File: src/rtl/pipelined_adder_pkg.sv
// Shared arithmetic helpers for the pipelined adder: operation encoding,
// slice-width derivation and configuration legality.
package pipelined_adder_pkg;

  typedef enum logic {
    OP_ADD = 1'b0,
    OP_SUB = 1'b1
  } op_e;

  function automatic bit cfg_legal(input int width, input int stages);
    return (stages >= 1) && (width >= 2) && ((width % stages) == 0);
  endfunction

  // Guarded so an illegal STAGES value cannot divide by zero before the
  // elaboration check reports it.
  function automatic int slice_width(input int width, input int stages);
    return (stages >= 1) ? (width / stages) : width;
  endfunction

endpackage

File: src/rtl/pipelined_adder_slice.sv
// Combinational W-bit ripple-carry slice; also exposes the carry into its MSB
// so the final slice can derive signed overflow.
module adder_slice
  import pipelined_adder_pkg::*;
#(
  parameter int W = 4
) (
  input  logic [W-1:0] a,
  input  logic [W-1:0] b,
  input  logic         cin,
  output logic [W-1:0] s,
  output logic         cout,
  output logic         msb_cin
);

  logic [W:0] c;

  always_comb begin
    s    = '0;
    c    = '0;
    c[0] = cin;
    for (int i = 0; i < W; i++) begin
      s[i]     = a[i] ^ b[i] ^ c[i];
      c[i + 1] = (a[i] & b[i]) | (c[i] & (a[i] ^ b[i]));
    end
  end

  assign cout    = c[W];
  assign msb_cin = c[W-1];

endmodule

File: src/rtl/pipelined_adder.sv
// Pipelined ripple-carry adder/subtractor: STAGES registered slices of
// WIDTH/STAGES bits each, with a global stall driven by the output handshake.
module pipelined_adder
  import pipelined_adder_pkg::*;
#(
  parameter int WIDTH  = 16,
  parameter int STAGES = 4
) (
  input  logic             clk,
  input  logic             rst_n,
  input  logic             in_valid,
  output logic             in_ready,
  input  logic [WIDTH-1:0] A,
  input  logic [WIDTH-1:0] B,
  input  logic             Cin,
  input  logic             sub,
  output logic             out_valid,
  input  logic             out_ready,
  output logic [WIDTH-1:0] sum,
  output logic             carry,
  output logic             overflow
);

  localparam int S = slice_width(WIDTH, STAGES);

  if (!cfg_legal(WIDTH, STAGES)) begin : g_cfg_check
    $fatal(1, "pipelined_adder: need WIDTH >= 2, STAGES >= 1, WIDTH divisible by STAGES");
  end

  op_e              op;
  logic [WIDTH-1:0] b_eff;
  logic             c0;
  logic             stall;

  assign op       = op_e'(sub);
  assign b_eff    = (op == OP_SUB) ? ~B : B;
  assign c0       = (op == OP_SUB) ? ~Cin : Cin;
  assign stall    = out_valid && !out_ready;
  assign in_ready = !stall;

  // Stage gi owns result bits [gi*S +: S]; operand bits not yet consumed ride
  // along in g_fwd, completed low sum bits accumulate in sum_q.
  for (genvar gi = 0; gi < STAGES; gi++) begin : g_stage
    localparam int  LO     = gi * S;
    localparam int  IN_W   = WIDTH - LO;
    localparam int  DONE_W = LO + S;
    localparam bit  LAST   = (gi == STAGES - 1);

    logic              v_in;
    logic              load;
    logic [IN_W-1:0]   a_in;
    logic [IN_W-1:0]   b_in;
    logic              cin_in;
    logic [DONE_W-1:0] sum_new;
    logic [S-1:0]      sl_s;
    logic              sl_cout;
    logic              sl_msbc;

    logic              valid_q, valid_d;
    logic              carry_q, carry_d;
    logic [DONE_W-1:0] sum_q, sum_d;

    if (gi == 0) begin : g_src
      assign v_in    = in_valid;
      assign a_in    = A;
      assign b_in    = b_eff;
      assign cin_in  = c0;
      assign sum_new = sl_s;
    end else begin : g_src
      assign v_in    = g_stage[gi-1].valid_q;
      assign a_in    = g_stage[gi-1].g_fwd.a_fwd_q;
      assign b_in    = g_stage[gi-1].g_fwd.b_fwd_q;
      assign cin_in  = g_stage[gi-1].carry_q;
      assign sum_new = {sl_s, g_stage[gi-1].sum_q};
    end

    // Data registers only load on a real beat so the outputs keep their last
    // result across bubbles.
    assign load = !stall && v_in;

    adder_slice #(
      .W (S)
    ) u_slice (
      .a       (a_in[S-1:0]),
      .b       (b_in[S-1:0]),
      .cin     (cin_in),
      .s       (sl_s),
      .cout    (sl_cout),
      .msb_cin (sl_msbc)
    );

    always_comb begin
      valid_d = stall ? valid_q : v_in;
      sum_d   = load ? sum_new : sum_q;
      carry_d = load ? sl_cout : carry_q;
    end

    always_ff @(posedge clk or negedge rst_n) begin
      if (!rst_n) begin
        valid_q <= 1'b0;
        carry_q <= 1'b0;
        sum_q   <= '0;
      end else begin
        valid_q <= valid_d;
        carry_q <= carry_d;
        sum_q   <= sum_d;
      end
    end

    if (!LAST) begin : g_fwd
      logic [IN_W-S-1:0] a_fwd_q, a_fwd_d;
      logic [IN_W-S-1:0] b_fwd_q, b_fwd_d;
      logic              msbc_unused;

      assign msbc_unused = sl_msbc;

      always_comb begin
        a_fwd_d = load ? a_in[IN_W-1:S] : a_fwd_q;
        b_fwd_d = load ? b_in[IN_W-1:S] : b_fwd_q;
      end

      always_ff @(posedge clk or negedge rst_n) begin
        if (!rst_n) begin
          a_fwd_q <= '0;
          b_fwd_q <= '0;
        end else begin
          a_fwd_q <= a_fwd_d;
          b_fwd_q <= b_fwd_d;
        end
      end
    end else begin : g_ovf
      logic ovf_q, ovf_d;

      always_comb begin
        ovf_d = load ? (sl_msbc ^ sl_cout) : ovf_q;
      end

      always_ff @(posedge clk or negedge rst_n) begin
        if (!rst_n) begin
          ovf_q <= 1'b0;
        end else begin
          ovf_q <= ovf_d;
        end
      end
    end
  end

  assign out_valid = g_stage[STAGES-1].valid_q;
  assign sum       = g_stage[STAGES-1].sum_q;
  assign carry     = g_stage[STAGES-1].carry_q;
  assign overflow  = g_stage[STAGES-1].g_ovf.ovf_q;

endmodule
File: config.mk
export PLATFORM = sky130hd
export DESIGN_NAME = pipelined_adder
export DESIGN_NICKNAME = d
export VERILOG_FILES = /design/src/rtl/pipelined_adder_pkg.sv /design/src/rtl/pipelined_adder_slice.sv /design/src/rtl/pipelined_adder.sv
export SDC_FILE = /design/constraint.sdc
export NUM_CORES = 1
export LEC_CHECK = 0
export BUFFER_PORTS_ARGS = -buffer_cell sky130_fd_sc_hd__clkbuf_2
export CELL_PAD_IN_SITES_DETAIL_PLACEMENT = 1
export CELL_PAD_IN_SITES_GLOBAL_PLACEMENT = 2
export CORE_MARGIN = 2
export CORE_UTILIZATION = 40
export CTS_CLUSTER_DIAMETER = 150
export DETAILED_ROUTE_END_ITERATION = 10
export PLACE_DENSITY = 0.83
export SYNTH_ARGS = -nofsm -noshare
export SYNTH_HDL_FRONTEND = slang
export SYNTH_SLANG_ARGS = --single-unit
File: constraint.sdc
create_clock -name clk -period 2.64 [get_ports clk]
set_input_delay 0.132 -clock clk [delete_from_list [all_inputs] [get_ports clk]]
set_output_delay 0.132 -clock clk [all_outputs]
set_load 0.1 [all_outputs]
==> out/qor.yml, run 1 <==
run_status: "finished clean"
timing.final.hold_violations: 0
dpl_wire_length_um: 5530
timing.max_slew.rel_slack_pct: 52.9
clkSinkCount: 97
floorplan.initialDensity_pct: 41.2
critPathLaunchType: "flip-flop"
post_drt_wl_per_cell_um: 15.3
mappedNetlistNets: 356
postPlaceCellArea_sq_um: 4650
worst_clock_skew_ps: 16.0
timing.final.setup_violations: 0
fp.dieArea_sq_um: 11500
critical-path-max-stage-delay_ps: 410
crit_required_ps: 2890
critical_path.max_fanout: 2
residual_drc_count: 0
synth.yosys.seq_area_share_pct: 57.1
post_drt_via_cell_ratio: 4.69
globalRouteOverflowTotal: 0
groute.usage.overall_pct: 15.1
die_height_um: 107
post_synth_inst_count: 302
num-nets-final: 422
cap_violations: 0
grt_first_pass_wirelength_um: 13100
yosysUniqueCellTypes: 19
fin_area_sq_um: 4910
antenna_diodes: 0
area_growth_syn_to_layout_pct: 15.7
clock_latency_on_the_worst_skew_pair_ps: 360
critical-path-top-delay-family: "adder cells"
min_path_type: "in2reg"
worst_hold_margin_ps: 14.9
io-pin-count: 58
final_period_minus_worst_setup_slack_ps: 2230
initial_antenna_violation_count: 0
post-route-period-util_pct: 84.5
crit_buf_inv: 3
kind_of_capture_point_of_the_worst_setup_path: "flip-flop"
layout_commonest_cell: "dfrtp_1"
port_buffers: 57
warnings_from_yosys: 0
tightestPinTransition_ps: 706
gp_congestion: 0.669
grt_pass1_vias: 2646
grt_max_degree: 54
rows: 37
detail_route.wirelength_um: 7770
timing.setup.tns_ps: 0
path_clk_slew_ps: 90
synthesized_area_divided_by_synthesized_cell_count_sq_um: 14.1
max_clock_freq_mhz: 448
fin_util_pct: 47.6
ir_drop_mv: 0.519
first_iter_violations: 67
path_common_cell: "fa_1"
crit_type: "reg2reg"
fp.coreArea_sq_um: 10300
layout-drive-gt1-share_pct: 39.7
power_leakage_nw: 2.32
final_cell_mix: "97 x dfrtp_1, 63 x mux2_2, 56 x clkbuf_2, 40 x inv_1, 20 x a21oi_1"
sequence_of_cells_on_the_critical_path: "fa_1 > inv_1 > fa_1 > inv_1 > fa_1 > inv_1 > fa_1 > xnor2_1 > mux2_2"
flip_flop_and_latch_count_after_synthesis: 97
syn_area_sq_um: 4250
unrepaired_setup_endpoints_after_global_routing: "false"
detailroute.via_count: 2389
power_density_over_cell_area_nw_per_um2: 1340
cts-root-to-sink-buffers: 2
postRouteAntennaNets: 0
critical_path.slowest_cell: "dfrtp_1"
fillers: 1064
floorplan.die.width_um: 107
final_max_slew_viol_count: 0
cts_tree: "built"
crit_arrival_ps: 2480
root_buffer: "clkbuf_8"
firstDrtPassIters: 4
post-cts-setup-buffer-count: 0
cts-buffers-inserted: 9
cts-htree-levels: 3
==> worst register-to-register path: cells and delay by family, from the launching register on <==
family | cells | cell delay [ps]
adders and majority gates | 4 | 1180
DFF | 1 | 410
muxes | 1 | 250
buffers and inverters | 3 | 220
xor gates and xnor gates | 1 | 70
==> per-layer routing <==
| metal | track usage (%) | up-vias | share of wire [%] |
|---|---|---|---|
| li1 | - | 1117 | - |
| met1 | 19.4 | 1225 | 46 |
| met2 | 25.0 | 39 | 49 |
| met3 | 3.89 | 8 | 3.2 |
| met4 | 5.01 | 0 | 1.6 |
| met5 | 0 | - | 0 |
==> sequential cells by signal, indices dropped and copies added (netlist names) <==
name                   count
g_stage.g_fwd.b_fwd_q     24
g_stage.carry_q            3
carry                      1
g_stage.sum_q             24
overflow                   1
g_stage.g_fwd.a_fwd_q     24
g_stage.valid_q            3
out_valid                  1
sum                       16
==> cell usage after synthesis <==
master	instances	share of area, %
nand2_1	3	0.26
dfrtp_1	97	57
o21ai_0	7	0.82
buf_4	2	0.35
a21oi_1	20	2.4
nand3_1	4	0.47
buf_6	4	1.1
buf_2	6	0.71
nand2b_4	1	0.32
nand2_2	2	0.29
clkbuf_1	2	0.18
fa_1	16	7.5
mux2_4	5	1.8
and2_4	1	0.21
xnor2_1	14	2.9
inv_1	40	3.5
xor2_1	4	0.82
mux2i_1	11	2.6
mux2_2	63	17
==> report_power, final <==
part / switching [W] / internal (W)
combinational: 0.00201 / 0.00111
clock: 0.000492 / 0.000393
sequential: 0.000392 / 0.00218
total: 0.00289 / 0.00368
==> worst paths after layout <==
kind,end,startpoint,slack [ps],cells after the start
hold / removal,g_stage[0].g_fwd.a_fwd_q[11],A[15],10,2
min in group asynchronous,g_stage[2].sum_q[0],rst_n,350,2
hold reg to reg,g_stage[2].sum_q[5],g_stage[1].sum_q[5],500,1
setup / recovery,overflow,g_stage[2].g_fwd.b_fwd_q[0],410,9
max in group asynchronous,g_stage[1].g_fwd.a_fwd_q[1],rst_n,1580,3
setup reg to reg,overflow,g_stage[2].g_fwd.b_fwd_q[0],410,9
==> cells by family after synthesis <==
| logic type | count (synthesis) | share of synthesized area (%) |
|---|---|---|
| compound gates | 27 | 3.18 |
| mux | 79 | 21.1 |
| xor+xnor | 18 | 3.71 |
| fa+ha+maj | 16 | 7.54 |
| simple gates | 11 | 1.56 |
| buf+inv | 54 | 5.83 |
| flops | 97 | 57.1 |
==> per-stage QoR <==
| step | setup slack [ps] | instances | total power (W) |
|---|---|---|---|
| 6_report | 410 | 509 | 0.00657 |
| 2_1_floorplan | 92.9 | 302 | 0.00510 |
| 3_5_place_dp | 241 | 485 | 0.00578 |
| 4_1_cts | 366 | 509 | 0.00668 |
| 5_1_grt | 294 | 509 | 0.00703 |
| 3_3_place_gp | 351 | 485 | 0.00563 |
==> area by class of cell <==
class / count / area (sq um) / area share [%]
Sequential cell: 97 / 2430 / 49.4
Tap cell: 136 / 170 / 3.46
Clock buffer: 12 / 155 / 3.16
Inverter: 40 / 150 / 3.05
Clock inverter: 4 / 27.5 / 0.560
Multi-Input combinational cell: 151 / 1570 / 32.0
Timing Repair Buffer: 69 / 410 / 8.35
==> what timing repair did <==
item / 4_1_cts / 5_1_grt
gates resized for setup: 0 / 0
hold buffers: 8 / 0
hold endpoints to repair: 59 / 0
Note: power is estimated with default switching activity, not from simulation.
==> run 2: changes to the inputs <==
Clock period 2.64 ns to 2.3 ns, I/O delays scaled along.
==> run 2 against run 1 <==
Clock power up 32%. Total power is 18% higher. Fmax fell by 0.24%. Sequential power grew 16%. Utilization is 0.85 points higher. Via count is 0.80% higher. Wire length up 2.5%. Clock-buffer cell count unchanged. Clock skew down 3.6 ps. Sequential share of layout area is 0.86 points lower. Critical path depth unchanged. Sequential cell count is the same. Critical endpoint unchanged.
==> out/qor.yml, run 2 (synthesis results as in run 1) <==
layout-drive-gt1-share_pct: 39.8  # +0.16 points
tightestPinTransition_ps: 660  # -46.0 ps
met2_routing_resource_usage_after_global_routing_pct: 25.0  # +0.045 points
cts_tree: "built"
power_leakage_nw: 2.37  # +1.9%
worst_clock_skew_ps: 12.4  # -3.63 ps
timing.max_slew.rel_slack_pct: 55.8  # +2.9 points
clock_latency_on_the_worst_skew_pair_ps: 360  # about the same
path_clk_slew_ps: 90  # about the same
root_buffer: "clkbuf_8"
groute.usage.overall_pct: 15.5  # +0.38 points
ir_drop_mv: 0.723  # +39%
detail_route.wirelength_um: 7960  # +2.5%
initial_antenna_violation_count: 0  # unchanged
crit_arrival_ps: 2490  # about the same
final_period_minus_worst_setup_slack_ps: 2240  # +5.45 ps
area_growth_syn_to_layout_pct: 17.7
final_cell_mix: "97 x dfrtp_1, 63 x mux2_2, 56 x clkbuf_2, 40 x inv_1, 20 x a21oi_1"
dp_worst_setup_slack_ps: -19.8  # -261 ps
final_cell_count_no_fill: 515  # +1.2%
cts-htree-levels: 3  # unchanged
power_share_of_the_combinational_group_pct: 46.5  # -0.9 points
globalRouteOverflowTotal: 0  # unchanged
cell_internal_pwr_w: 0.00443  # +20%
run_status: "finished clean"
die_height_um: 107  # unchanged
sequence_of_cells_on_the_critical_path: "fa_1 > inv_1 > fa_1 > inv_1 > fa_2 > inv_1 > fa_2 > xnor2_1 > mux2_2"
fillers: 1072  # +0.75%
gp_congestion: 0.691  # +3.3%
power_density_over_cell_area_nw_per_um2: 1550  # +16%
place_inst: 487  # +0.41%
fin_util_pct: 48.5  # +0.85 points
timing.final.setup_violations: 0  # unchanged
num-nets-final: 429  # +1.7%
clkSinkCount: 97  # unchanged
largest_registers: "g_stage.g_fwd.a_fwd_q (24), g_stage.g_fwd.b_fwd_q (24), g_stage.sum_q (24)"
setup_slack_ps: 64.8  # -345 ps
floorplan.die.width_um: 107  # unchanged
grt_first_pass_wirelength_um: 13400  # +2.7%
detailroute.via_count: 2408  # +0.80%
post_drt_wl_per_cell_um: 15.5  # +1.3%
final_max_slew_viol_count: 0  # unchanged
residual_drc_count: 0  # unchanged
firstDrtPassIters: 4  # unchanged
max_clock_freq_mhz: 447  # -0.24%
critical_path.max_fanout: 2  # unchanged
grt_pass1_vias: 2689  # +1.6%
floorplan.initialDensity_pct: 41.2  # unchanged
postRouteAntennaNets: 0  # unchanged
worst_hold_margin_ps: 35.3  # +20.3 ps
dpl_wire_length_um: 5710  # +3.1%
first_iter_violations: 56  # -16%
critical-path-max-stage-delay_ps: 430  # +20 ps
post_drt_via_cell_ratio: 4.68  # -0.38%
p_sw_w: 0.00332  # +15%
fp.coreArea_sq_um: 10300  # unchanged
antenna_diodes: 0  # unchanged
globalRoute.busiestLayer: "met2"
crit_required_ps: 2550  # -340 ps
cts-buffers-inserted: 9  # unchanged
layout_commonest_cell: "dfrtp_1"
port_buffers: 57  # unchanged
cap_violations: 0  # unchanged
rows: 37  # unchanged
fp.dieArea_sq_um: 11500  # unchanged
p_sw_share_pct: 42.9  # -1.1 points
critPathLaunchType: "flip-flop"
global_route.usage.met1_pct: 20.2  # +0.83 points
cts-root-to-sink-buffers: 2  # unchanged
timing.final.hold_violations: 0  # unchanged
min_path_type: "in2reg"
crit_type: "reg2reg"
critical_path.slowest_cell: "fa_1"
io-pin-count: 58  # unchanged
seq_power_share_pct: 38.4  # -0.7 points
kind_of_capture_point_of_the_worst_setup_path: "flip-flop"
met3_usage_pct: 2.86  # -1.0 points
grt_max_degree: 49  # -9.3%
path_common_cell: "inv_1"
power.clock.fraction_pct: 15.1  # +1.6 points
post-route-period-util_pct: 97.2  # +13 points
-- run 2: changes by cell type in the layout (fill, tap and decap cells not counted) --
cell	previous run	this run
buf_4	4	7
clkbuf_8	11	10
clkbuf_1	1	2
buf_12	1	0
dlygate4sd3_1	8	13
fa_1	16	13
bufinv_16	0	2
clkinvlp_4	3	0
fa_2	0	3
-- run 2: critical path: cells and delay by family (launching register included) --
kind	cells	cell delay (ps)
flip-flops	1	410
multiplexers	1	270
XOR/XNOR	1	70
buffers and inverters	3	220
adder cells (fa/ha/maj)	4	1160
-- run 2: metal layers --
metal | wire [um] | part of all wire, %
met2 | 3940 | 50
met4 | 172 | 2.2
met1 | 3640 | 46
met3 | 212 | 2.7
met5 | 0 | 0
-- run 2: what timing repair did --
item / 4_1_cts / 5_1_grt
hold buffers: 13 / 0
gates resized for setup: 0 / 3
endpoints found under the setup margin: 0 / 2
hold endpoints to repair: 57 / 0
buffers inserted: 0 / 0
-- run 2: final cells by class --
type | instances | area [sq um] | share of cell area [%]
sequential | 97 | 2430 | 48.5
multi-input combinational | 151 | 1580 | 31.6
timing repair buffer | 76 | 463 | 9.25
tap | 136 | 170 | 3.40
inverter | 40 | 150 | 3.00
clock buffer | 12 | 145 | 2.90
clock inverter | 3 | 65.1 | 1.30
-- run 2: worst paths after layout --
| path | depth (start not counted) | start | endpoint | slack (ps) |
|---|---|---|---|---|
| worst max-delay path | 9 | g_stage[2].g_fwd.b_fwd_q[0] | overflow | 60 |
| worst min-delay path | 3 | B[6] | g_stage[0].g_fwd.b_fwd_q[2] | 40 |
| worst max register to register | 9 | g_stage[2].g_fwd.b_fwd_q[0] | overflow | 60 |
| worst min register to register | 1 | g_stage[1].sum_q[5] | g_stage[2].sum_q[5] | 510 |
| max in group asynchronous | 3 | rst_n | g_stage[0].sum_q[1] | 1280 |
| min in group asynchronous | 2 | rst_n | g_stage[2].sum_q[6] | 310 |
-- run 2: metrics by stage --
step | area, sq um | TNS (ps) | total power [W]
detailed placement | 4650 | -19.8 | 0.00664
floorplan | 4250 | -149 | 0.00586
finish | 5000 | 0 | 0.00775
global route | 5000 | -7.49 | 0.00830
CTS | 4990 | 0 | 0.00785
global placement | 4650 | 0 | 0.00647
-- run 2: power groups by stage --
stage / logic, W / clock network (W) / registers (W)
after floorplan: 0.00176 / 0 / 0.00410
after global placement: 0.00350 / 0 / 0.00297
after detailed placement: 0.00362 / 0 / 0.00302
after CTS: 0.00365 / 0.00122 / 0.00298
after global routing: 0.00394 / 0.00128 / 0.00308
final: 0.00361 / 0.00117 / 0.00297
==> run 3: changes to the inputs <==
Settings changed: PLACE_DENSITY 0.83 to 0.85, SLEW_MARGIN set to 20.
==> run 3 against run 2 <==
Clock-buffer cell count shrank 3. Critical endpoint is now g_stage[1].sum_q[7]. Combinational power shrank 1%. Total power shrank 3.2%. Highest routed layer unchanged. Via count shrank 0.87%. First-iteration DRC count grew 18%. Sequential share of layout area grew 0.52 points. Sequential power is essentially flat. Critical path type unchanged.
==> out/qor.yml, run 3 (synthesis results as in run 1) <==
power.clock.fraction_pct: 13.0  # -2.1 points
port_buffers: 57  # unchanged
io-pin-count: 58  # unchanged
rows: 37  # unchanged
fp.dieArea_sq_um: 11500  # unchanged
min_path_type: "in2reg"
timing.setup.tns_ps: 0  # unchanged
worst_clock_skew_ps: 10.1  # -2.23 ps
p_sw_share_pct: 44.4  # +1.6 points
dpl_wire_length_um: 5370  # -5.8%
first_iter_violations: 66  # +18%
crit_required_ps: 2590  # +40 ps
worst_setup_path_endpoint: "g_stage[1].sum_q[7]"
cts-buffers-inserted: 9  # unchanged
grt_pass1_vias: 2526  # -6.1%
tightestPinTransition_ps: 648  # -12.6 ps
postRouteAntennaNets: 0  # unchanged
regToRegStartpoint: "g_stage[0].carry_q"
detail_route.wirelength_um: 7570  # -5.0%
floorplan.die.width_um: 107  # unchanged
largest_registers: "g_stage.g_fwd.a_fwd_q (24), g_stage.g_fwd.b_fwd_q (24), g_stage.sum_q (24)"
max_clock_freq_mhz: 463  # +3.4%
clkSinkCount: 97  # unchanged
timing.max_slew.rel_slack_pct: 56.7  # +0.84 points
post_drt_via_cell_ratio: 4.66  # -0.29%
final_cell_count_no_fill: 512  # -0.58%
timing.final.setup_violations: 0  # unchanged
global_route.usage.met1_pct: 20.1  # -0.16 points
layout-drive-gt1-share_pct: 40.2  # +0.32 points
worst-r2r-cell-count: 8  # -1
antenna_diodes: 0  # unchanged
power_share_of_the_combinational_group_pct: 47.6  # +1.1 points
gp_congestion: 0.681  # -1.5%
met2_routing_resource_usage_after_global_routing_pct: 22.3  # -2.7 points
crit_arrival_ps: 2450  # -40 ps
globalRoute.busiestLayer: "met2"
p_sw_w: 0.00333  # +0.37%
seq_power_share_pct: 39.4  # +1.0 points
critical_path.reg2reg.endpoint: "g_stage[1].sum_q[7]"
fp.coreArea_sq_um: 10300  # unchanged
floorplan.initialDensity_pct: 41.2  # unchanged
power_leakage_nw: 2.34  # -1.3%
num-nets-final: 426  # -0.70%
fillers: 1076  # +0.37%
critPathLaunchType: "flip-flop"
detailroute.via_count: 2387  # -0.87%
root_buffer: "clkbuf_8"
groute.usage.overall_pct: 14.6  # -0.89 points
layout_commonest_cell: "dfrtp_1"
ir_drop_mv: 0.762  # +5.3%
crit_type: "reg2reg"
globalRouteOverflowTotal: 0  # unchanged
final_cell_mix: "97 x dfrtp_1, 63 x mux2_2, 56 x clkbuf_2, 39 x inv_1, 20 x a21oi_1"
critical_path.max_fanout: 2  # unchanged
cap_violations: 0  # unchanged
post_drt_wl_per_cell_um: 14.8  # -4.4%
timing.final.hold_violations: 0  # unchanged
power_density_over_cell_area_nw_per_um2: 1520  # -2.1%
residual_drc_count: 0  # unchanged
clock_latency_on_the_worst_skew_pair_ps: 370  # about the same
final_period_minus_worst_setup_slack_ps: 2160  # -73.8 ps
path_clk_slew_ps: 100  # about the same
grt_first_pass_wirelength_um: 12700  # -5.2%
run_status: "finished clean"
unrepaired_setup_endpoints_after_global_routing: "false"
area_growth_syn_to_layout_pct: 16.5
cts_tree: "built"
kind_of_capture_point_of_the_worst_setup_path: "flip-flop"
post-route-period-util_pct: 94.0  # -3.2 points
post-cts-setup-buffer-count: 0  # unchanged
cts-root-to-sink-buffers: 2  # unchanged
met3_usage_pct: 3.59  # +0.73 points
place_inst: 484  # -0.62%
cell_internal_pwr_w: 0.00417  # -5.8%
firstDrtPassIters: 4  # unchanged
reg2reg_setup_slack_ps: 140  # +70 ps
initial_antenna_violation_count: 0  # unchanged
final_max_slew_viol_count: 0  # unchanged
die_height_um: 107  # unchanged
crit_start: "g_stage[0].carry_q"
grt_max_degree: 52  # +6.1%
cts-htree-levels: 3  # unchanged
run 3: cell types whose count changed in the layout (fill, tap and decap cells not counted), sizes merged:
cell	before	now
inv	40	42
bufinv	2	0
clkinvlp	0	1
clkbuf	68	65
clkinv	1	3
buf	7	4
run 3: worst max-delay path, cell delays in order, from the launching register on:
cell,delay [ps]
dfrtp_1,410
fa_1,410
inv_1,70
fa_1,160
inv_1,50
fa_1,360
inv_1,80
fa_1,400
mux2i_1,140
run 3: repair_timing:
item | in CTS | in global routing
hold buffers | 13 | 0
hold endpoints to repair | 58 | 0
endpoints found under the setup margin | 0 | 2
gates resized for setup | 0 | 4
run 3: metrics by stage:
step	cell area, sq um	hold WS (ps)	worst slack (ps)	total power [W]	utilization [%]
floorplan	4250	-181	-149	0.00586	-
finish	4950	31.3	139	0.00750	47.9
global route	4950	14.7	2.56	0.00805	47.9
detailed placement	4640	169	-23.6	0.00660	45.0
global placement	4640	174	67.4	0.00645	45.0
CTS	4940	20.8	58.4	0.00760	47.9
run 3: worst min-delay path by stage:
stage                     start                          end  slack, ps  cells after the start
after floorplan           rst_n                        carry       -180                      0
after global placement    rst_n           g_stage[0].carry_q        170                      1
after detailed placement  rst_n           g_stage[0].carry_q        170                      1
after CTS                 B[10]  g_stage[0].g_fwd.b_fwd_q[6]         20                      3
after global routing      B[10]  g_stage[0].g_fwd.b_fwd_q[6]         10                      3
final                      B[8]  g_stage[0].g_fwd.b_fwd_q[4]         30                      3
run 3: power by group through the flow:
stage | logic [W] | clock network [W] | registers, W
finish | 0.00357 | 0.000979 | 0.00296
global route | 0.00389 | 0.00108 | 0.00307
CTS | 0.00362 | 0.00101 | 0.00297
detailed placement | 0.00359 | 0 | 0.00301
global placement | 0.00349 | 0 | 0.00296
floorplan | 0.00176 | 0 | 0.00410
run 3: area by class of cell:
type | instances | area [sq um] | share of cell area, %
sequential | 97 | 2430 | 49.0
multi-input combinational | 151 | 1580 | 32.0
timing repair buffer | 73 | 453 | 9.15
tap | 136 | 170 | 3.44
inverter | 40 | 150 | 3.03
clock buffer | 9 | 124 | 2.50
clock inverter | 6 | 43.8 | 0.885
run 3: layer usage:
layer | vias up | wire length, um
met2 | 39 | 3590
met1 | 1214 | 3600
met5 | - | 0
met3 | 8 | 248
met4 | 0 | 128
li1 | 1126 | -
